`config.mk`:
```
export PLATFORM = sky130hd
export DESIGN_NAME = mix_sequencer
export DESIGN_NICKNAME = d
export VERILOG_FILES = /design/src/rtl/mix_pkg.sv /design/src/rtl/mix_sequencer.sv
export SDC_FILE = /design/constraint.sdc
export NUM_CORES = 1
export LEC_CHECK = 0
export ABC_AREA = 0
export CAP_MARGIN = 20
export CORE_MARGIN = 2
export CORE_UTILIZATION = 40
export CTS_BUF_LIST = sky130_fd_sc_hd__clkbuf_8
export DETAILED_ROUTE_END_ITERATION = 16
export GPL_ROUTABILITY_DRIVEN = 1
export PLACE_DENSITY = 0.83
export SYNTH_ARGS = -nofsm -noshare
export SYNTH_HDL_FRONTEND = slang
export SYNTH_SLANG_ARGS = --single-unit
```
`constraint.sdc`:
```
create_clock -name i_clock -period 1.5 [get_ports i_clock]
set_input_delay 0.3 -clock i_clock [delete_from_list [all_inputs] [get_ports i_clock]]
set_output_delay 0.3 -clock i_clock [all_outputs]
set_load 0.03 [all_outputs]
```
`src/rtl/mix_pkg.sv`:
```
// Shared definitions for the mixer sequencer: default widths, level ceiling and FSM encoding.
package mix_pkg;
  localparam int DEF_SAMPLE_W = 8;
  localparam int DEF_MIX_W    = 12;
  localparam int DEF_LEVEL_W  = 3;
  localparam int MAX_LEVEL    = 5;

  typedef enum logic [2:0] {
    ST_IDLE    = 3'd0,
    ST_LOAD1   = 3'd1,
    ST_LOAD2   = 3'd2,
    ST_EXEC    = 3'd3,
    ST_CAPTURE = 3'd4,
    ST_OUT     = 3'd5
  } state_t;
endpackage

```
`src/rtl/mix_sequencer.sv`:
```
// Per-tick sequencer: loads two oscillator channels into a shared mixer, runs it, and hands
// the result to a DAC with ready/valid backpressure. Ticks arriving while busy are counted as drops.
module mix_sequencer
  import mix_pkg::*;
#(
  parameter int SAMPLE_W = DEF_SAMPLE_W,
  parameter int MIX_W    = DEF_MIX_W,
  parameter int LEVEL_W  = DEF_LEVEL_W
) (
  input  logic                i_clock,
  input  logic                i_reset,
  input  logic                i_tick,
  input  logic [SAMPLE_W-1:0] i_osc1_sample,
  input  logic [SAMPLE_W-1:0] i_osc2_sample,
  input  logic [LEVEL_W-1:0]  i_osc1_level,
  input  logic [LEVEL_W-1:0]  i_osc2_level,
  input  logic [1:0]          i_mute,
  output logic [SAMPLE_W-1:0] o_sample,
  output logic                o_sample_1_load,
  output logic                o_sample_2_load,
  output logic [LEVEL_W-1:0]  o_sample_1_level,
  output logic [LEVEL_W-1:0]  o_sample_2_level,
  output logic                o_execute,
  input  logic [MIX_W-1:0]    i_mix,
  output logic [MIX_W-1:0]    o_dac_data,
  output logic                o_dac_valid,
  input  logic                i_dac_ready,
  output logic                o_busy,
  output logic                o_overrun,
  output logic [7:0]          o_drop_count,
  input  logic                i_clear_overrun
);

  function automatic logic [LEVEL_W-1:0] clamp_level(input logic [LEVEL_W-1:0] lvl);
    return (lvl > LEVEL_W'(MAX_LEVEL)) ? LEVEL_W'(MAX_LEVEL) : lvl;
  endfunction

  state_t                r_state;
  logic [SAMPLE_W-1:0]   r_s2;
  logic [LEVEL_W-1:0]    r_l2;
  logic                  r_mute2;
  logic                  w_drop;

  assign w_drop = i_tick && (r_state != ST_IDLE);
  assign o_busy = (r_state != ST_IDLE);

  // Outputs are computed from the state being entered, so each load cycle sees stable registers.
  always_ff @(posedge i_clock) begin
    if (i_reset) begin
      r_state          <= ST_IDLE;
      r_s2             <= '0;
      r_l2             <= '0;
      r_mute2          <= 1'b0;
      o_sample         <= '0;
      o_sample_1_load  <= 1'b0;
      o_sample_2_load  <= 1'b0;
      o_sample_1_level <= '0;
      o_sample_2_level <= '0;
      o_execute        <= 1'b0;
      o_dac_data       <= '0;
      o_dac_valid      <= 1'b0;
      o_overrun        <= 1'b0;
      o_drop_count     <= '0;
    end else begin
      o_sample        <= '0;
      o_sample_1_load <= 1'b0;
      o_sample_2_load <= 1'b0;
      o_execute       <= 1'b0;
      case (r_state)
        ST_IDLE: if (i_tick) begin
          // Channel 1 goes straight to the bus; channel 2 waits in the snapshot for one cycle.
          r_s2             <= i_osc2_sample;
          r_l2             <= clamp_level(i_osc2_level);
          r_mute2          <= i_mute[1];
          o_sample         <= i_mute[0] ? '0 : i_osc1_sample;
          o_sample_1_level <= clamp_level(i_osc1_level);
          o_sample_1_load  <= 1'b1;
          r_state          <= ST_LOAD1;
        end
        ST_LOAD1: begin
          o_sample         <= r_mute2 ? '0 : r_s2;
          o_sample_2_level <= r_l2;
          o_sample_2_load  <= 1'b1;
          r_state          <= ST_LOAD2;
        end
        ST_LOAD2: begin
          o_execute <= 1'b1;
          r_state   <= ST_EXEC;
        end
        ST_EXEC: r_state <= ST_CAPTURE;
        ST_CAPTURE: begin
          o_dac_data  <= i_mix;
          o_dac_valid <= 1'b1;
          r_state     <= ST_OUT;
        end
        ST_OUT: if (i_dac_ready) begin
          o_dac_valid <= 1'b0;
          r_state     <= ST_IDLE;
        end
        default: r_state <= ST_IDLE;
      endcase

      // A drop in the clearing cycle survives the clear as a count of one.
      if (i_clear_overrun) begin
        o_overrun    <= w_drop;
        o_drop_count <= w_drop ? 8'd1 : 8'd0;
      end else if (w_drop) begin
        o_overrun <= 1'b1;
        if (o_drop_count != 8'hFF) o_drop_count <= o_drop_count + 8'd1;
      end
    end
  end

endmodule

```
## Word-level counts from Yosys, hierarchy flattened

Cells that the tools add are included.

| cells by class | value |
|---|---|
| eq/ne operators | 8 |
| bitwise logic cells | 1 |
| mux-type cells | 20 |
| $add $sub $neg | 1 |
| reduce and logical (&&, ||, !) cells | 11 |
| $lt $le $gt $ge | 2 |

Operators by type and width:

| kind | count |
|---|---|
| 8-bit two-way mux | 6 |
| 3-bit one-hot mux with 6 select lines | 1 |
| 8-bit one-hot mux with 2 select lines | 1 |
| 3-bit two-way mux | 4 |
| 8-bit by 1-bit adder with 8-bit output, second input constant | 1 |
| 8-bit inequality test, second input constant | 1 |
| 2-bit AND reduction | 4 |
| 1-bit two-way mux | 7 |
| 3-bit by 2-bit == test with 1-bit output, second input constant | 2 |
| 3-bit == test, second input constant | 2 |
| 3-bit > comparator, second input constant | 2 |
| 2-bit nonzero test | 3 |
| 2-bit inequality test, second input constant | 2 |
| 3-bit by 1-bit == test with 1-bit output, second input constant | 1 |
| 3-bit zero test | 1 |
| 3-bit nonzero test | 1 |
| 1-bit one-hot mux with 2 select lines | 1 |
| 2-bit OR reduction | 1 |
| 1-bit logical AND | 1 |
| 1-bit NOT | 1 |

| storage, ports and cells | value |
|---|---|
| flip-flop bits (word level) | 54 |
| output and inout bits | 40 |
| word-level logic and storage cells | 57 |

## Longest topological paths before layout

| depth | value |
|---|---|
| depth after elaboration | 4 |
| mapped depth | 6 |
| gate-level depth less buffers | 5 |

## Worst setup path before layout

Ideal clock, no wire load.

| timing path | value |
|---|---|
| path type | register -> register |
| start point | register r_state[0] |
| end point | register o_sample_1_level[2] |
| clock period less this slack | 1.578 ns |
| required time | 1.429 ns |
| stages on the path, launching flop included | 7 |
| arrival time | 1.507 ns |
| path slack | -0.078 ns |
| cells stage by stage | dfxtp_1 buf_6 or3_1 nor2_1 buf_4 nand2_1 a21oi_1 |

| between the ends | value |
|---|---|
| longest elaborated chain between the ends | 2 |

RTL lines:

| item | line | text |
|---|---|---|
| start: declaration | mix_sequencer.sv:38 | `state_t r_state;` |
| start signal: assignment | mix_sequencer.sv:50 | `r_state <= ST_IDLE;` |
| start signal: assignment | mix_sequencer.sv:78 | `r_state <= ST_LOAD1;` |
| start signal: assignment | mix_sequencer.sv:84 | `r_state <= ST_LOAD2;` |
| 3-bit zero test | mix_sequencer.sv:69 | `case (r_state)` |
| 2-bit AND reduction (no line) | - |  |
| end signal: assignment | mix_sequencer.sv:76 | `o_sample_1_level <= clamp_level(i_osc1_level);` |
| end: declaration | mix_sequencer.sv:21 | `output logic [LEVEL_W-1:0] o_sample_1_level,` |

No other way between the ends.
A chain may end at the register's enable or synchronous reset.

## Final worst setup path

| timing path | value |
|---|---|
| start point | register r_state[2] |
| end point | output port o_busy |

| between the ends | value |
|---|---|
| longest elaborated chain between the ends | 1 |

RTL lines:

| item | line | text |
|---|---|---|
| 3-bit nonzero test | mix_sequencer.sv:45 | `assign o_busy = (r_state != ST_IDLE);` |
| end: declaration | mix_sequencer.sv:28 | `output logic o_busy,` |

No other way between the ends.

==> run_results.csv <==
group,metric,value,unit
power_and_ir_drop,power.internal,2.32,mW
layout,fin_nets,377,
clock_tree,cts.path.max_buffers,2,
synthesis,syn_avg_cell_area,8.66,sq um
clock_tree,cts_buffers,5,
timing,fin_crit,1.58,ns
clock_tree,cts_sinks,54,
layout,fin_cells,406,
power_and_ir_drop,switchingPower,873,uW
layout,diodes,0,
global_route,overflow,0,
layout,drive_gt1_share,14.6,%
timing,fin_skew,0.00322,ns
clock_tree,cts_tree,"yes",
clock_tree,cts-root-buf,"clkbuf_8",
clock_tree,htreeDepth,2,
power_and_ir_drop,powerDensity,1000,mW/mm^2
power_and_ir_drop,clock_power_share,30.7,%
synthesis,ys.warnings.count,0,
drt,vias_per_cell,5.04,
power_and_ir_drop,switching_share,27.4,%
power_and_ir_drop,seq_power_share,48.8,%
layout,syn_to_final_growth,52.9,%
layout,fin_area,0.00318,sq mm
status,status,"finished, violations left",
drt,ant_nets,0,
synthesis,synth_xor_area_share,0.421,%
floorplan,die_w,76.1,um
power_and_ir_drop,p_leak,1.36,nW
synthesis,yosysTopAreaCellShare,52.0,%
job,cap_violations,0,
synthesis,synth_fa_ha_area_share,0.602,%
setup_path,cp_max_fo,2,
timing,setup_viol,2,
place,dp_hpwl,3720,um
floorplan,die_y,76.1,um
synthesis,synth_edf_count,0,
timing,finalHoldViolCount,0,
synthesis,synth_compound_area_share,17.0,%
status,violations,"negative setup slack",
power_and_ir_drop,vdd_ir_drop_max,0.504,mV
timing,drv_slew,0,
synthesis,seq_area_frac_synth,52.0,%
power_and_ir_drop,totalPowerFinal,3.19,mW
floorplan,rows,26,
global_route,antenna_found_initial,0,
setup_path,worst_setup_path_start_kind,"flip-flop",
synthesis,yosysUniqueCellTypes,34,
setup_path,cp.required,1.20,ns
clock_tree,clk_pin_slew,0.10,ns
setup_path,critPathArrivalTime,1.28,ns
timing,period_share,106,%
setup_path,endpoint_kind,"output pin",
power_and_ir_drop,pwr-share-comb,20.5,%
min_path,min_path_type,"reg -> reg",
synthesis,synth.mux.area_fraction,1.44,%
timing,fmax,0.631,GHz
drt,drtIter0Drc,119,
place,gp_congestion,0.807,
place,portBuffers,80,
timing,worst_slack,-0.0842,ns
drt,remaining_drc_errors,0,
timing,worst_pin_slew,0.386,ns
floorplan,die_area,0.00579,sq mm
drt,drt_wl_total,5690,um
timing,slew_headroom,74.2,%
global_route,grt_pass1_wl,9300,um
floorplan,coreArea,0.00507,sq mm
synthesis,async_reset_ff_share,0,%
drt,vias,2045,
synthesis,synthSimpleGateAreaFrac,23.3,%
synthesis,netlist_area,0.00208,sq mm
synthesis,synth_top_family_by_area,"simple AND/OR/NAND/NOR gates",
synthesis,syn_nets,282,
place,placed_area,0.00302,sq mm
synthesis,ys_ff_latch,54,
synthesis,synthCells,240,
drt,routedWlPerCell,14.0,um
global_route,grt_pass1_vias,1980,
floorplan,initial_core_util,41.0,%
floorplan,ios,81,
drt,first_pass_iters,4,
timing,rsz0062_at_grt,"yes",
clock_tree,insertion_delay,0.30,ns
global_route,track_usage,19.5,%
global_route,grt_max_degree,37,
synthesis,yosysTopAreaCell,"dfxtp_1",
setup_path,critPathKind,"reg -> out",
synthesis,synth_ff_type,"dfxtp_1",
place,placed_cells,393,
synthesis,synth_top_cells_by_area,"dfxtp_1 (52%), nand2_1 (8.9%), a21oi_1 (7.2%), nor2_1 (4.0%), a22oi_1 (2.9%)",
[cell usage after synthesis, types with 4 or more instances]
| cell type | instances |
|---|---|
| nand3_1 | 5 |
| nand2_1 | 49 |
| a31oi_1 | 7 |
| nor3_1 | 5 |
| a211oi_1 | 4 |
| nor2_1 | 22 |
| dfxtp_1 | 54 |
| a22oi_1 | 8 |
| a21oi_1 | 30 |
| inv_1 | 5 |
| clkbuf_1 | 8 |
| o21ai_0 | 9 |
[area by class of cell]
| cell class | count | area, sq um |
|---|---|---|
| Fill cell | 456 | 1900 |
| Sequential cell | 54 | 1080 |
| Multi-Input combinational cell | 168 | 953 |
| Timing Repair Buffer | 101 | 921 |
| Tap cell | 70 | 87.6 |
| Clock buffer | 5 | 68.8 |
| Clock inverter | 3 | 43.8 |
| Inverter | 5 | 18.8 |
[cells in the final DEF, fill, tap and decap left out, types with 6 or more instances in the layout]
cell type,count
dlygate4sd2_1,40
clkdlybuf4s50_1,39
a22oi_1,6
o21ai_0,8
buf_4,18
dfxtp_1,51
nand2_1,49
a31oi_1,7
a21oi_1,29
nor2_1,22
[repair_timing]
action,CTS,global route
pin swaps,1,2
endpoints found under the setup margin,54,38
cloned,2,0
hold buffers,0,0
buffers inserted,3,0
resized for setup,45,14
hold endpoints to repair,0,0
[sequential cells by signal (all words and copies together) (netlist names), 3 cells and up]
register          flops
o_sample_1_level      3
o_sample              8
o_drop_count          8
r_state               3
o_sample_2_level      3
o_dac_data           12
r_l2                  3
r_s2                  8
[through the flow]
stage	setup TNS, ns	setup slack (ns)	hold WS (ns)	utilization [%]
after floorplan	-0.0595	-0.0298	0.436	-
after global placement	-8.90	-0.365	0.442	59.4
after detailed placement	-9.69	-0.401	0.447	59.4
after CTS	-0.565	-0.0808	0.459	61.7
after global routing	-0.619	-0.108	0.490	62.6
final	-0.112	-0.0842	0.457	62.6
[logic make-up after synthesis]
| group | after synthesis |
|---|---|
| AO/OA/AOI/OAI | 61 |
| XOR/XNOR | 1 |
| adder cells (fa/ha/maj) | 1 |
| buffers and inverters | 20 |
| flip-flops | 54 |
| multiplexers | 3 |
| AND/OR/NAND/NOR | 100 |
[worst paths after layout]
path	from	endpoint	slack [ns]	cells after the start
worst max-delay path	r_state[2]	o_busy	-0.08	3
worst min-delay path	o_dac_data[8]	o_dac_data[8]	0.46	2
worst max register to register	r_state[2]	o_sample[4]	-0.03	5
worst min register to register	o_dac_data[8]	o_dac_data[8]	0.46	2
[power groups by stage]
stage | clock, mW | sequential [mW] | combinational (mW)
after floorplan | 0 | 1.65 | 0.285
after global placement | 0 | 1.58 | 0.608
after detailed placement | 0 | 1.58 | 0.619
after CTS | 0.995 | 1.55 | 0.626
after global routing | 1.04 | 1.56 | 0.699
final | 0.979 | 1.56 | 0.655
[worst max-delay path, cell delays in order (launching register included)]
cell,delay (ns)
dfxtp_2,0.34
buf_6,0.11
or3_4,0.38
buf_6,0.15
[metal layers]
| layer | up-vias | track usage, % | wire length, um |
|---|---|---|---|
| met1 | 941 | 25.1 | 2530 |
| met5 | - | 0 | 0 |
| met2 | 78 | 32.8 | 2770 |
| li1 | 1015 | - | - |
| met3 | 11 | 3.67 | 278 |
| met4 | 0 | 6.91 | 108 |
No activity file was read; power rests on OpenSTA's default activity.
